## src/rtl/hazard_ctrl_p.sv

```systemverilog
// Hazard/forwarding controller for the 5-stage MIPS pipeline.
// Tracks E/M/W destinations with Tnew, raises stalls, selects D-stage bypasses, and tracks MDU occupancy.
module hazard_ctrl_p #(
    parameter int REG_AW      = 5,
    parameter int TW          = 2,
    parameter int MULT_CYCLES = 5,
    parameter int DIV_CYCLES  = 10,
    parameter int CNT_W       = 4
) (
    input  logic              clk,
    input  logic              reset_n,
    input  logic [REG_AW-1:0] rs_d,
    input  logic [REG_AW-1:0] rt_d,
    input  logic [TW-1:0]     tuse_rs_d,
    input  logic [TW-1:0]     tuse_rt_d,
    input  logic [REG_AW-1:0] dst_d,
    input  logic [TW-1:0]     tnew_d,
    input  logic              mdu_start_d,
    input  logic              mdu_div_d,
    input  logic              mdu_use_d,
    output logic              stall,
    output logic              pc_en,
    output logic              fd_en,
    output logic              de_clr,
    output logic [1:0]        fwd_rs_d,
    output logic [1:0]        fwd_rt_d,
    output logic              mdu_busy
);

    localparam logic [CNT_W-1:0]  LP_MULT_CNT = CNT_W'(MULT_CYCLES);
    localparam logic [CNT_W-1:0]  LP_DIV_CNT  = CNT_W'(DIV_CYCLES);
    localparam logic [CNT_W-1:0]  LP_CNT_ONE  = CNT_W'(1);
    localparam logic [CNT_W-1:0]  LP_CNT_ZERO = CNT_W'(0);
    localparam logic [TW-1:0]     LP_T_ZERO   = TW'(0);
    localparam logic [TW-1:0]     LP_T_ONE    = TW'(1);
    localparam logic [REG_AW-1:0] LP_R_ZERO   = REG_AW'(0);

    logic [REG_AW-1:0] r_e_dst;
    logic [TW-1:0]     r_e_tnew;
    logic              r_e_mdu_start;
    logic              r_e_mdu_div;
    logic [REG_AW-1:0] r_m_dst;
    logic [TW-1:0]     r_m_tnew;
    logic [REG_AW-1:0] r_w_dst;
    logic [CNT_W-1:0]  r_busy_cnt;

    logic              w_data_stall;
    logic              w_mdu_busy;
    logic              w_stall;
    logic [1:0]        w_fwd_rs;
    logic [1:0]        w_fwd_rt;

    // An operand hazards against a stage when it will be needed before that stage produces it.
    function automatic logic f_src_stall(
        input logic [REG_AW-1:0] addr,
        input logic [TW-1:0]     tuse,
        input logic [REG_AW-1:0] src_dst,
        input logic [TW-1:0]     src_tnew
    );
        logic hit;
        if ((addr != LP_R_ZERO) && (addr == src_dst) && (tuse < src_tnew)) begin
            hit = 1'b1;
        end else begin
            hit = 1'b0;
        end
        return hit;
    endfunction

    // The youngest matching stage owns the value; if it is not ready yet, older copies are stale.
    function automatic logic [1:0] f_fwd_sel(
        input logic [REG_AW-1:0] addr,
        input logic [REG_AW-1:0] e_dst,
        input logic [TW-1:0]     e_tnew,
        input logic [REG_AW-1:0] m_dst,
        input logic [TW-1:0]     m_tnew,
        input logic [REG_AW-1:0] w_dst
    );
        logic [1:0] sel;
        if (addr == LP_R_ZERO) begin
            sel = 2'd0;
        end else if (addr == e_dst) begin
            sel = (e_tnew == LP_T_ZERO) ? 2'd1 : 2'd0;
        end else if (addr == m_dst) begin
            sel = (m_tnew == LP_T_ZERO) ? 2'd2 : 2'd0;
        end else if (addr == w_dst) begin
            sel = 2'd3;
        end else begin
            sel = 2'd0;
        end
        return sel;
    endfunction

    // Stall and bypass decisions from the D operands against the tracked slots.
    always_comb begin
        w_data_stall = f_src_stall(rs_d, tuse_rs_d, r_e_dst, r_e_tnew)
                     | f_src_stall(rs_d, tuse_rs_d, r_m_dst, r_m_tnew)
                     | f_src_stall(rt_d, tuse_rt_d, r_e_dst, r_e_tnew)
                     | f_src_stall(rt_d, tuse_rt_d, r_m_dst, r_m_tnew);
        w_mdu_busy   = r_e_mdu_start | (r_busy_cnt != LP_CNT_ZERO);
        w_stall      = w_data_stall | (mdu_use_d & w_mdu_busy);
        w_fwd_rs     = f_fwd_sel(rs_d, r_e_dst, r_e_tnew, r_m_dst, r_m_tnew, r_w_dst);
        w_fwd_rt     = f_fwd_sel(rt_d, r_e_dst, r_e_tnew, r_m_dst, r_m_tnew, r_w_dst);
    end

    // Pipeline slot tracking; a stall injects an all-zero bubble into E.
    always_ff @(posedge clk) begin
        if (!reset_n) begin
            r_e_dst       <= LP_R_ZERO;
            r_e_tnew      <= LP_T_ZERO;
            r_e_mdu_start <= 1'b0;
            r_e_mdu_div   <= 1'b0;
            r_m_dst       <= LP_R_ZERO;
            r_m_tnew      <= LP_T_ZERO;
            r_w_dst       <= LP_R_ZERO;
        end else begin
            if (w_stall) begin
                r_e_dst       <= LP_R_ZERO;
                r_e_tnew      <= LP_T_ZERO;
                r_e_mdu_start <= 1'b0;
                r_e_mdu_div   <= 1'b0;
            end else begin
                r_e_dst       <= dst_d;
                r_e_tnew      <= tnew_d;
                r_e_mdu_start <= mdu_start_d;
                r_e_mdu_div   <= mdu_div_d;
            end
            r_m_dst  <= r_e_dst;
            r_m_tnew <= (r_e_tnew == LP_T_ZERO) ? LP_T_ZERO : (r_e_tnew - LP_T_ONE);
            r_w_dst  <= r_m_dst;
        end
    end

    // MDU occupancy counter, loaded as a mult/div leaves E.
    always_ff @(posedge clk) begin
        if (!reset_n) begin
            r_busy_cnt <= LP_CNT_ZERO;
        end else if (r_e_mdu_start) begin
            r_busy_cnt <= r_e_mdu_div ? LP_DIV_CNT : LP_MULT_CNT;
        end else if (r_busy_cnt != LP_CNT_ZERO) begin
            r_busy_cnt <= r_busy_cnt - LP_CNT_ONE;
        end else begin
            r_busy_cnt <= r_busy_cnt;
        end
    end

    assign stall    = w_stall;
    assign pc_en    = ~w_stall;
    assign fd_en    = ~w_stall;
    assign de_clr   = w_stall;
    assign fwd_rs_d = w_fwd_rs;
    assign fwd_rt_d = w_fwd_rt;
    assign mdu_busy = w_mdu_busy;

endmodule
```

## config.mk

```make
export PLATFORM = sky130hd
export DESIGN_NAME = hazard_ctrl_p
export DESIGN_NICKNAME = d
export VERILOG_FILES = /design/src/rtl/hazard_ctrl_p.sv
export SDC_FILE = /design/constraint.sdc
export NUM_CORES = 1
export LEC_CHECK = 0
export BUFFER_PORTS_ARGS = -buffer_cell sky130_fd_sc_hd__buf_2
export CAP_MARGIN = 20
export CORE_ASPECT_RATIO = 2
export CORE_MARGIN = 2
export CORE_UTILIZATION = 48
export CTS_CLUSTER_DIAMETER = 150
export DETAILED_ROUTE_END_ITERATION = 8
export PLACE_DENSITY = 0.75
export SYNTH_ARGS = -nofsm -noshare
export SYNTH_HDL_FRONTEND = slang
export SYNTH_SLANG_ARGS = --single-unit
```

## constraint.sdc

```tcl
create_clock -name clk -period 1.9 [get_ports clk]
set_input_delay 0.285 -clock clk [delete_from_list [all_inputs] [get_ports clk]]
set_output_delay 0.285 -clock clk [all_outputs]
set_load 0.01 [all_outputs]
```

Word level (Yosys, flattened, before mapping)
Index checks and enable logic that the tools add are counted.
{"block": "classes", "n_addsub": 2, "order_cmp": 4, "n_eq_ne": 6, "mux": 17, "bitwise": 8, "n_reduce_logical": 18}
{"cell": "== test 5 bit", "count": 6}
{"cell": "two-way mux 2 bit", "count": 9}
{"cell": "two-way mux 4 bit", "count": 3}
{"cell": "logical NOT 5 bit", "count": 2}
{"cell": "nonzero test 5 bit", "count": 2}
{"cell": "logical AND 1 bit", "count": 8}
{"cell": "< comparator 2 bit", "count": 4}
{"cell": "two-way mux 1 bit", "count": 5}
{"cell": "bitwise OR 1 bit", "count": 5}
{"cell": "logical NOT 2 bit", "count": 2}
{"cell": "nonzero test 4 bit", "count": 1}
{"cell": "OR reduction 2 bit", "count": 2}
{"cell": "subtractor 4 x 1 -> 4 bit, second input constant", "count": 1}
{"cell": "NOT 1 bit", "count": 2}
{"cell": "nonzero test 2 bit", "count": 1}
{"cell": "subtractor 2 x 1 -> 2 bit, second input constant", "count": 1}
{"cell": "AND 1 bit", "count": 1}
{"block": "totals", "register_bits": 25, "inputBits": 26, "word_cells": 63}

Depth between registers and ports, before layout
{"block": "logic_depth", "ltp_word": 9, "mapped_depth": 9, "ltp_nobuf": 7}

Worst setup path before layout
No wires, ideal clock.
{"block": "synth_timing", "path_kind": "in2out", "from": "input port rt_d[1]", "to": "output port pc_en", "arrival_time_ns": 1.782, "t_required_ns": 1.615, "setup_slack_ns": -0.167, "stages": 7, "n_path_buf": 2, "cell_sequence": "or4_4 nor2_4 and4b_1 a21o_1 buf_6 nor2_1 buf_4"}
{"block": "synth_via", "elab_chain_len": 8, "word_cells_on_any_way": 13}
{"item": "start, declared", "line": "13", "text": "input logic [REG_AW-1:0] rt_d,"}
{"item": "== test 5 bit or nonzero test 5 bit (tied branches)", "line": "61", "text": "if ((addr != LP_R_ZERO) && (addr == src_dst) && (tuse < src_tnew)) begin"}
{"item": "logical AND 1 bit (2 in a row)", "line": "61"}
{"item": "two-way mux 1 bit", "line": "61"}
{"item": "bitwise OR 1 bit", "line": "97", "text": "| f_src_stall(rt_d, tuse_rt_d, r_e_dst, r_e_tnew)"}
{"item": "bitwise OR 1 bit (*)", "line": "98", "text": "| f_src_stall(rt_d, tuse_rt_d, r_m_dst, r_m_tnew);"}
{"item": "bitwise OR 1 bit (*)", "line": "100", "text": "w_stall = w_data_stall | (mdu_use_d & w_mdu_busy);"}
{"item": "NOT 1 bit (*)"}
{"item": "end, declared", "line": "22", "text": "output logic pc_en,"}
Every way passes the cells marked *; elsewhere a longest branch is shown, timed or not.

Final worst setup path
{"block": "layout_timing", "from": "input port rt_d[1]", "to": "output port de_clr"}
{"block": "layout_via", "elab_chain_len": 7, "word_cells_on_any_way": 12}
{"item": "== test 5 bit or nonzero test 5 bit (tied branches)", "line": "61"}
{"item": "logical AND 1 bit (2 in a row)", "line": "61"}
{"item": "two-way mux 1 bit", "line": "61"}
{"item": "bitwise OR 1 bit", "line": "97"}
{"item": "bitwise OR 1 bit (*)", "line": "98"}
{"item": "bitwise OR 1 bit (*)", "line": "100"}
{"item": "end, declared", "line": "24", "text": "output logic de_clr,"}
Marks and branches as above.

==> flow_summary.ini <==
[yosys]
synth_flop_cell = dfxtp_1
synth_most_common_cell = dfxtp_1
yosys-top-cells-count = 25 x dfxtp_1, 17 x xor2_1, 16 x xnor2_1
yosysWarnings = 0
synthArstFlopShare = 0
synth-edff-count = 0
avgSynthCellArea_um2 = 8.937
synth_top_area_frac = 0.3333
ys_seq_area_frac = 0.3333
syn_nets = 201
synth.area.top_cells = dfxtp_1 33%, xor2_1 9.9%, xnor2_1 9.3%, nor3_2 6.0%, ha_1 5.8%
synth_seq_cells = 25
synth_cell_types = 36
syn-cell-area_um2 = 1501
synth.largest_area_cell = dfxtp_1
syn_inst = 168

[cells_and_area]
design_area_um2 = 2136
drive_above_1_share = 0.4681
n_antenna_cell = 0
multi_input_area_um2 = 1052
area_growth_pct = 42.25
seqCellArea_um2 = 514.2
nFillCells = 225
nets = 269

[power]
p_per_area_nw_per_um2 = 981.1
p_leak_nw = 0.9801
peakVddDrop_mv = 0.8690
p_total_w = 0.002095

[detailed_routing]
ant_nets = 0
initialDrtViolationCount = 38
vias = 1385
detail_route.first_pass.iterations = 4
routedWlPerCell_um = 14.74
drt_wl_total_um = 3905
drc = 0
avgViaCountPerCell = 5.226

[outcome]
outcome = finished, violations left
violations = setup timing

[critical_path]
crit_path_end_kind = output pin
r2r_start = r_e_tnew[1]
worst_path_largest_cell_delay_ns = 0.54
crit_required_ns = 1.62
crit_cells = 7
cp_top_family = simple AND/OR/NAND/NOR gates
arrival_ns = 1.79
r2r_end = r_e_mdu_div
r2r_cells = 8
r2r_slack_ns = 0.21
startpoint_type = primary input
crit_path_top_delay_cell = or4_4
path_max_fanout = 3
criticalPathCategory = primary input to output pin
cp_num_buf_inv = 2
crit_chain = buf_6 > or4_4 > nor2_4 > and4b_1 > a21o_1 > or2_4 > buf_2

[clock_tree]
clockBufferDepth = 2
cts.sinks = 25
htreeDepth = 1
clock_latency_ns = 0.28
numCtsBuffers = 3
cts_tree = done
clk_pin_slew_worst_paths_ns = 0.09
cts_root_buffer = clkbuf_8

[grt]
grt_pass1_wl_um = 6341
grt_overflow = 0
grt_max_degree = 25
antenna_found_initial = 0
grt_pass1_vias = 1502
grtUsageTotal = 0.2270

[hold_path]
min-delay-start = dst_d[3]
hold_depth = 3
holdPathEnd = r_e_dst[3]
hold_class = primary input to flop

[sta]
slew_headroom = 0.7448
period_share = 1.092
worstMarginPinSlew_ns = 0.3828
finalHoldViolCount = 0
worst_slack_ns = -0.1754
rsz0062_at_grt = true
fin_skew_ns = 0.008771
max_freq_ghz = 0.4818
setup_viol = 7
final.setup.tns_ns = -1.010
slew_viol_final = 0
layout_min_cycle_time_ns = 2.075

[placement]
routabilityCongestion = 0.8310
dpl_worst_slack_ns = -0.1820
hpwl_um = 2996
io_buffers = 34
dpl_cell_area_um2 = 1942

[die]
chipWidth_um = 43.55
rows = 28
start_util = 0.5042
die_area_um2 = 3618
core_area_um2 = 2978
io_pins = 35
fp.dieH_um = 83.10

[run]
drv_cap = 0
cell usage in the layout, fill, tap and decap left out, types with 2 or more instances in the layout:
master / instances
nand2_1: 14
and2_1: 13
xor2_1: 13
inv_1: 5
nand3_1: 5
nand2b_1: 4
ha_1: 7
a211oi_2: 2
xnor2_1: 16
a31oi_1: 2
a21oi_1: 2
nor3_1: 4
buf_4: 33
dfxtp_1: 18
a21o_1: 2
clkbuf_8: 3
nor2_1: 9
nor3_2: 12
buf_6: 5
xor2_2: 4
dfxtp_2: 5
nor2_4: 2
dfxtp_4: 2
buf_2: 31
o21a_1: 3
layer usage:
| metal | up-vias | routed length (um) | track usage |
|---|---|---|---|
| met3 | 8 | 94 | 0.01739 |
| li1 | 690 | - | - |
| met4 | 0 | 78 | 0.1185 |
| met5 | - | 0 | 0 |
| met2 | 27 | 2377 | 0.4398 |
| met1 | 660 | 1354 | 0.2138 |
worst min-delay path, stage by stage:
cell	delay, ns
buf_2	0.09
nand2_1	0.06
nor3_2	0.04
through the flow:
stage / hold slack (ns) / utilization / std cells
floorplan: 0.4123 / - / 168
global placement: 0.4224 / 0.6521 / 259
detailed placement: 0.4456 / 0.6521 / 259
CTS: 0.2369 / 0.7084 / 265
global route: 0.2360 / 0.7172 / 265
finish: 0.2357 / 0.7172 / 265
state kept, by name (all words and copies together), names as in the netlist:
name / count
r_busy_cnt: 4
r_e_mdu_start: 1
r_m_dst: 5
r_m_tnew: 2
r_e_mdu_div: 1
r_e_tnew: 2
r_e_dst: 5
r_w_dst: 5
where the power goes:
part | switching [W] | leakage, nW | internal, W
combinational | 0.000500 | 0.745 | 0.000554
sequential | 0.0000926 | 0.209 | 0.000618
clock | 0.000177 | 0.0261 | 0.000154
total | 0.000770 | 0.980 | 0.00133
cell families after synthesis:
kind of cell               Yosys count  synth area share
buffers and inverters               12           0.04082
adders and majority gates            7           0.05833
xor gates and xnor gates            33            0.1925
muxes                                1          0.006667
DFF                                 25            0.3333
and+or+nand+nor                     73            0.2900
AOI/OAI and AO/OA                   17           0.07832
repair_timing:
item,4_1_cts,5_1_grt
endpoints found under the setup margin,8,8
gates resized for setup,25,5
buffers inserted,3,0
hold buffers,0,0
pin swaps,17,4
endpoints found under the hold margin,0,0
area by class of cell:
cell class                      count  area share
Tap cell                           30     0.01757
Clock inverter                      1    0.004101
Clock buffer                        3     0.01933
Sequential cell                    25      0.2408
Timing Repair Buffer               69      0.2150
Inverter                            6     0.01054
Multi-Input combinational cell    131      0.4927
how the worst max path moves through the flow:
stage	startpoint	end	slack [ns]
6_report	rt_d[1]	de_clr	-0.18
3_3_place_gp	rt_d[1]	stall	-0.18
3_5_place_dp	rt_d[1]	pc_en	-0.18
2_1_floorplan	rt_d[1]	pc_en	-0.05
4_1_cts	rt_d[1]	de_clr	-0.19
5_1_grt	r_m_dst[2]	fwd_rs_d[1]	-0.29
Power figures use the tool's default switching activity.
